`config.mk`:
```
export PLATFORM = sky130hd
export DESIGN_NAME = bitmap_dump
export DESIGN_NICKNAME = d
export VERILOG_FILES = /design/src/rtl/bitmap_dump.sv
export SDC_FILE = /design/constraint.sdc
export NUM_CORES = 1
export LEC_CHECK = 0
export CAP_MARGIN = 20
export CORE_MARGIN = 3
export CORE_UTILIZATION = 40
export CTS_BUF_LIST = sky130_fd_sc_hd__clkbuf_4 sky130_fd_sc_hd__clkbuf_8 sky130_fd_sc_hd__clkbuf_16
export DETAILED_ROUTE_END_ITERATION = 8
export PLACE_DENSITY = 0.72
export SKIP_LAST_GASP = 1
export SLEW_MARGIN = 10
export SYNTH_ARGS = -nofsm -noshare
export SYNTH_HDL_FRONTEND = slang
export SYNTH_SLANG_ARGS = --single-unit
```
`constraint.sdc`:
```
create_clock -name clk -period 4.2 [get_ports clk]
set_input_delay 1.05 -clock clk [delete_from_list [all_inputs] [get_ports clk]]
set_output_delay 1.05 -clock clk [all_outputs]
set_load 0.03 [all_outputs]
```
`src/rtl/bitmap_dump.sv`:
```
// bitmap_dump: raster-order video RAM read-back as a valid/ready byte stream (optional header via BITMAP_DUMP_HDR_EN)
module bitmap_dump #(
  parameter int X_BITS     = 7,
  parameter int Y_BITS     = 7,
  parameter int DATA_WIDTH = 3
) (
  input  logic                       clk,
  input  logic                       reset_n,
  input  logic                       start,
  output logic                       busy,
  output logic                       done,
  output logic [X_BITS+Y_BITS-1:0]   addr_r,
  input  logic [DATA_WIDTH-1:0]      dout_r,
  output logic [7:0]                 m_data,
  output logic                       m_valid,
  input  logic                       m_ready
);
  typedef enum logic [1:0] {IDLE, HDR, SCAN, DRAIN} state_t;
  state_t state, state_nx;
  logic [1:0] cnt, wpos;
  logic [2:0] occ;
  logic [7:0] buf0, buf1, pix, push_d;
  logic pend, pend_sof, pend_eol, pop, push, issue, start_ok, last_addr, last_pop, hdr_done;
  assign start_ok  = start & (state == IDLE) & ~done;
  assign m_valid   = cnt != 2'd0;
  assign m_data    = buf0;
  assign pop       = m_valid & m_ready;
  assign occ       = {1'b0, cnt} + {2'b0, pend} - {2'b0, pop};
  assign wpos      = cnt - {1'b0, pop};
  assign last_addr = &addr_r;
  assign last_pop  = pop & (cnt == 2'd1) & ~pend;
  assign pix       = {pend_sof, pend_eol, 6'd0} | 8'(dout_r);
  assign busy      = (state != IDLE) | done;
`ifdef BITMAP_DUMP_HDR_EN
  localparam state_t START_ST = HDR;
  logic [1:0] hcnt;
  logic       hdr_push;
  logic [7:0] hdr_byte;
  assign hdr_push = (state == HDR) & (hcnt != 2'd3) & (occ <= 3'd1);
  assign hdr_byte = hcnt == 2'd0 ? 8'hA5 : hcnt == 2'd1 ? 8'((1 << X_BITS) - 1) : 8'((1 << Y_BITS) - 1);
  assign hdr_done = pop & (cnt == 2'd1) & (hcnt == 2'd3);
  assign issue    = (state == SCAN) & (occ <= 3'd1);
  assign push     = pend | hdr_push;
  assign push_d   = hdr_push ? hdr_byte : pix;
  // header byte index, cleared whenever the header phase is not active
  always_ff @(posedge clk or negedge reset_n)
    if (!reset_n) hcnt <= 2'd0;
    else hcnt <= (state != HDR) ? 2'd0 : hdr_push ? hcnt + 2'd1 : hcnt;
`else
  localparam state_t START_ST = SCAN;
  assign hdr_done = 1'b0;
  // address 0 is already on addr_r in IDLE, so the start cycle itself issues the first read
  assign issue    = start_ok | ((state == SCAN) & (occ <= 3'd1));
  assign push     = pend;
  assign push_d   = pix;
`endif
  // next-state: scan until the last address is issued, then drain the buffer
  always_comb begin
    state_nx = start_ok                                   ? START_ST :
               (state == HDR   & hdr_done)                ? SCAN     :
               (state == SCAN  & issue & last_addr)       ? DRAIN    :
               (state == DRAIN & last_pop)                ? IDLE     : state;
  end
  // state, address counter and in-flight read tag (sof/eol travel with the read)
  always_ff @(posedge clk or negedge reset_n)
    if (!reset_n) begin
      state    <= IDLE;
      done     <= 1'b0;
      addr_r   <= '0;
      pend     <= 1'b0;
      pend_sof <= 1'b0;
      pend_eol <= 1'b0;
    end else begin
      state    <= state_nx;
      done     <= (state == DRAIN) & last_pop;
      addr_r   <= ((state == DRAIN) & last_pop) ? '0 : (issue & ~last_addr) ? addr_r + 1'b1 : addr_r;
      pend     <= issue;
      pend_sof <= issue & (addr_r == '0);
      pend_eol <= issue & (&addr_r[X_BITS-1:0]);
    end
  // 2-entry output/skid buffer; a read is only issued when its data is sure to fit
  always_ff @(posedge clk or negedge reset_n)
    if (!reset_n) begin
      cnt  <= 2'd0;
      buf0 <= 8'd0;
      buf1 <= 8'd0;
    end else begin
      cnt  <= cnt + {1'b0, push} - {1'b0, pop};
      buf0 <= (push & (wpos == 2'd0)) ? push_d : pop ? buf1 : buf0;
      buf1 <= (push & (wpos == 2'd1)) ? push_d : buf1;
    end
endmodule

```
* Yosys cells after proc, flatten, opt, wreduce, memory -nomap -nowiden
Cells that the tools add are included.
Storage, ports and cells: register bits after elaboration 38, input port bits 7, output and inout port bits 25, word-level logic and storage cells 57
Cells by class: add/subtract/negate cells 6, $lt $le $gt $ge 1, equal/unequal tests 4, mux-type cells 7, bitwise logic cells 20, reductions and logical operators 10
Operators with widths (number):
- 2-to-1 mux 14 bit | 2
- 2-to-1 mux 8 bit | 2
- adder 14 x 1 -> 14 bit (second input constant) | 1
- AND 1 bit | 14
- logical NOT 14 bit | 1
- AND reduction 14 bit | 1
- OR 8 x 3 -> 8 bit | 1
- nonzero test 2 bit | 4
- AND reduction 7 bit | 1
- 2-to-1 mux 2 bit | 3
- == test 2 x 1 -> 1 bit (second input constant) | 2
- == test 2 bit (second input constant) | 2
- logical NOT 2 bit | 2
- subtractor 2 x 1 -> 2 bit | 2
- adder 2 x 1 -> 3 bit | 1
- less-or-equal comparator 3 x 1 -> 1 bit (second input constant) | 1
- inverter 1 bit | 3
- nonzero test 3 bit | 1
- subtractor 3 x 1 -> 3 bit | 1
- adder 2 x 1 -> 2 bit | 1
- OR 1 bit | 2

* Depth between registers and ports, before layout
depth in word-level cells 10, depth in mapped cells 12, depth with buffers taken out 11

* Least setup slack after synthesis
No wires, ideal clock.
path type in2reg, start point in m_ready, end point reg addr_r[10], library setup time 0.080 ns, data arrival time 3.510 ns, required time 4.120 ns, setup slack 0.610 ns, cell stages on the path 10, path buffers 1, cells stage by stage nand2_1 or2_2 nand2_1 ha_1 fa_1 or3b_1 o21a_4 buf_6 or4_1 a21oi_1
Between the ends: longest elaborated chain between the ends 7, elaborated cells on any way between the ends 11, those cells by class add/sub (1); order compare (1); mux (1); bitwise (7); reduce/logical (1)
Ends and longest elaborated chain:
- start: declaration | RTL line 16 | input logic m_ready
- AND 1 bit | RTL line 27 | assign pop = m_valid & m_ready;
- subtractor 3 x 1 -> 3 bit | RTL line 28 | assign occ = {1'b0, cnt} + {2'b0, pend} - {2'b0, pop};
- via occ[1] | RTL line 21 | logic [2:0] occ;
- less-or-equal comparator 3 x 1 -> 1 bit | RTL line 53 | assign issue = start_ok | ((state == SCAN) & (occ <= 3'd1));
- AND 1 bit | RTL line 53
- OR 1 bit | RTL line 53
- AND 1 bit | RTL line 76 | addr_r <= ((state == DRAIN) & last_pop) ? '0 : (issue & ~last_addr) ? addr_r + 1'b1 : addr_r;
- nonzero test 2 bit (no line)
- end signal: assignment | RTL line 76
- end: declaration | RTL line 12 | output logic [X_BITS+Y_BITS-1:0] addr_r,
The timed path passes the listed nets, and every way through them passes these cells. A chain may end at the register's enable or synchronous reset.

* Worst setup path after layout
start point in m_ready, end point reg addr_r[12]
The elaborated chain is that of the path after synthesis.

==> reports/qor.txt <==
Final hold vios = 0
HPWL Detailed = 2.531 mm
Fmax = 257.8 MHz
Post-CTS Resized = 0
CTS tree = yes
# port buffers = 28
Top post-synthesis cells by area = dfrtp_1 47%, mux2i_1 6.5%, nand2_1 4.9%, mux2_2 3.3%, o31ai_1 3.1%
Chip height = 71.01 um
Worst flop-to-flop path startpoint = cnt[1]$_DFF_PN0_
Layout cells sized above 1 = 0.1061
Root buf cell = clkbuf_8
Yosys top cell by area = dfrtp_1
FF-to-FF End = addr_r[12]$_DFFE_PN0P_
Clock insertion delay at the later pin of the skew report = 0.29 ns
Final Instance Area = 2116 um2
Main synth FF type = dfrtp_1
Synth Instances = 167
Area of the core = 4029 um2
First-pass GRT wire length = 6.065 mm
Multiplexer share of the synthesized area = 0.09845
CP Max Fanout = 22
Switching part of the total = 0.4171
Internal = 0.8414 mW
Clock power frac = 0.206
Clk slew on worst S/H paths = 0.07 ns
HP Class = register to register
Count of unique library cells instantiated by Yosys = 40
Synth Area in Compound Gates = 0.09030
Antenna violations before repair = 0
Peak VDD IR = 0.3447 mV
Longest Clk Path Bufs = 2
Share of power burned in registers = 0.349
Post-synth ARST share = 1.000
Drt drc = 0
Vias in the first global route = 1331
Switch Pwr = 0.6020 mW
Yosys reg bits = 32
Cts bufs inserted = 5
Area post-placement = 2004 um2
Sequential fraction of the synthesis area = 0.4737
Worst clock skew = 0.006538 ns
CP endpoint kind = register
Worst setup path class = primary input to register
Total grt overflow = 0
Synth Area per Inst = 10.12 um2
Vias per cell = 5.415
Worst-case reg-to-reg path depth = 10
XOR/XNOR Fraction of Synth Area = 0.005181
Area Growth Syn to Fin = 25.17%
Share of the synthesized area in the top cell type = 0.4737
Worst path required time = 4.37 ns
Post-route setup TNS = 0 ns
R2r setup slk = 0.97 ns
CTS Sinks = 32
Io pins = 32
RSZ-0062 raised after global routing = no
Critical path startpoint category = primary input
Layout fillers = 387
# Max-Cap Violations = 0
Initial core utilization = 0.4196
GRT Total Usage = 0.1497
Least-Margin Pin Slew = 0.9340 ns
EDFF count, synth = 0
First-pass iteration count of the detailed router = 4
Num rows = 23
Layout Utilization = 0.5252
Simple logic cell fraction of the synthesized area = 0.2480
Final WL = 3.575 mm
NumNets Final = 208
Period Utilization, post-route = 0.9237
Min cycle time layout = 3.880 ns
Chip width = 71.01 um
Worst Path Arrival = 4.05 ns
Drt wl/cell = 14.42 um
Adder-Cell Fraction of Synth Area = 0.03405
H-tree Lvls = 2
Hold Buf Count CTS = 0
Post-CTS Setup Bufs = 0
Largest net degree at the start of global routing = 33
DRT iter0 DRCs = 67
Outcome = complete, no violations
Vias = 1343
Comb power frac = 0.445
Syn. warnings = 0
Slew margin rel. = 0.3760
Routability congestion estimate = 0.8538
Die area = 5042 um2
Diodes inserted = 0
Final setup violation count = 0
DRT antenna net count = 0
Largest family of logic cells by synthesized area = simple AND/OR/NAND/NOR gates
Slew Viols, Final = 0
Crit path launch = m_ready
P per Cell Area = 682.2 nW/um2
Synth Cell Area = 1690 um2
Worst Setup EP = addr_r[12]$_DFFE_PN0P_
Leakage = 0.8877 nW
synth_stat cells (all sizes together) (5+ instances only):
| cell type | count |
|---|---|
| o21ai | 8 |
| mux2 | 5 |
| buf | 7 |
| nand3 | 10 |
| mux2i | 11 |
| inv | 5 |
| nand2 | 22 |
| o31ai | 7 |
| dfrtp | 32 |
| or4 | 7 |
| a21oi | 7 |
metal layers:
layer  track usage  share of wire  vias up
met5             0              0        -
li1              -              -      659
met4       0.05219         0.0098        0
met2        0.2441           0.47       29
met1        0.1944           0.48      651
met3       0.03693          0.046        4
how the worst min path moves through the flow:
stage	from	endpoint	depth (start not counted)
after floorplan	pend_eol$_DFF_PN0_	m_data[6]$_DFFE_PN0P_	2
after global placement	pend_sof$_DFF_PN0_	m_data[7]$_DFFE_PN0P_	2
after detailed placement	pend_eol$_DFF_PN0_	m_data[6]$_DFFE_PN0P_	2
after CTS	pend_eol$_DFF_PN0_	m_data[6]$_DFFE_PN0P_	2
after global routing	buf1[0]$_DFFE_PN0P_	buf1[0]$_DFFE_PN0P_	1
final	pend_eol$_DFF_PN0_	m_data[6]$_DFFE_PN0P_	2
cell usage in the layout, fill, tap and decap left out, types with 2 or more instances in the layout:
cell type,netlist,layout
nand3_1,10,10
or4_1,7,7
ha_1,3,3
o31ai_1,7,7
mux2_2,5,5
buf_4,3,3
nand2b_1,2,2
o21ai_0,7,7
and2_1,2,2
mux2i_1,11,11
or2_2,2,2
clkdlybuf4s50_1,0,28
nand2_1,22,22
and4_1,2,2
nor3_1,3,3
dfrtp_1,32,32
conb_1,1,3
nand4_1,4,4
nor2_1,3,3
nor3b_1,4,4
inv_1,5,5
nor4_1,3,3
nor2b_1,2,2
a21oi_1,7,7
clkbuf_8,0,5
layout make-up:
cell class / instances / area (um2) / share of cell area
sequential: 32 / 800.8 / 0.3785
tap: 50 / 62.56 / 0.02957
inverter: 6 / 22.52 / 0.01064
timing repair buffer: 31 / 302.8 / 0.1431
multi-input combinational: 121 / 815.8 / 0.3856
clock inverter: 3 / 42.54 / 0.02011
clock buffer: 5 / 68.82 / 0.03253
registers in the layout (all words and copies together), names as in the netlist:
register  cells
addr_r       14
m_data        5
pend_eol      1
pend_sof      1
cnt           2
state         2
done          1
pend          1
buf1          5
critical path, stage by stage:
cell and delay, ns:
clkdlybuf4s50_1 0.51, nand2_1 0.09, or2_2 0.31, nand2_1 0.07
ha_1 0.15, fa_1 0.44, or3b_1 0.41, o21a_4 0.29
or4_1 0.52, o211a_1 0.22
cell families (layout without fill, tap and decap cells):
group                      Yosys count  count (layout)
muxes                               16              16
AOI/OAI and AO/OA                   24              24
DFF                                 32              32
xor gates and xnor gates             1               1
buffers and inverters               16              45
adders and majority gates            4               4
other                                1               3
and+or+nand+nor                     73              73
power groups by stage:
stage	Sequential (mW)	Combinational, mW	Clock [mW]
finish	0.503	0.643	0.298
global route	0.520	0.705	0.317
CTS	0.503	0.648	0.303
detailed placement	0.508	0.646	0
global placement	0.505	0.637	0
floorplan	0.587	0.368	0
metrics by stage:
stage / total power, mW / std cells / hold slack, ns / setup WS (ns)
finish: 1.443 / 248 / 0.4943 / 0.3203
global route: 1.542 / 248 / 0.5149 / 0.2149
CTS: 1.454 / 248 / 0.5013 / 0.3194
detailed placement: 1.153 / 240 / 0.4833 / 0.03366
global placement: 1.142 / 240 / 0.4608 / 0.1016
floorplan: 0.9551 / 169 / 0.4460 / 0.6102
Power figures use the tool's default switching activity.
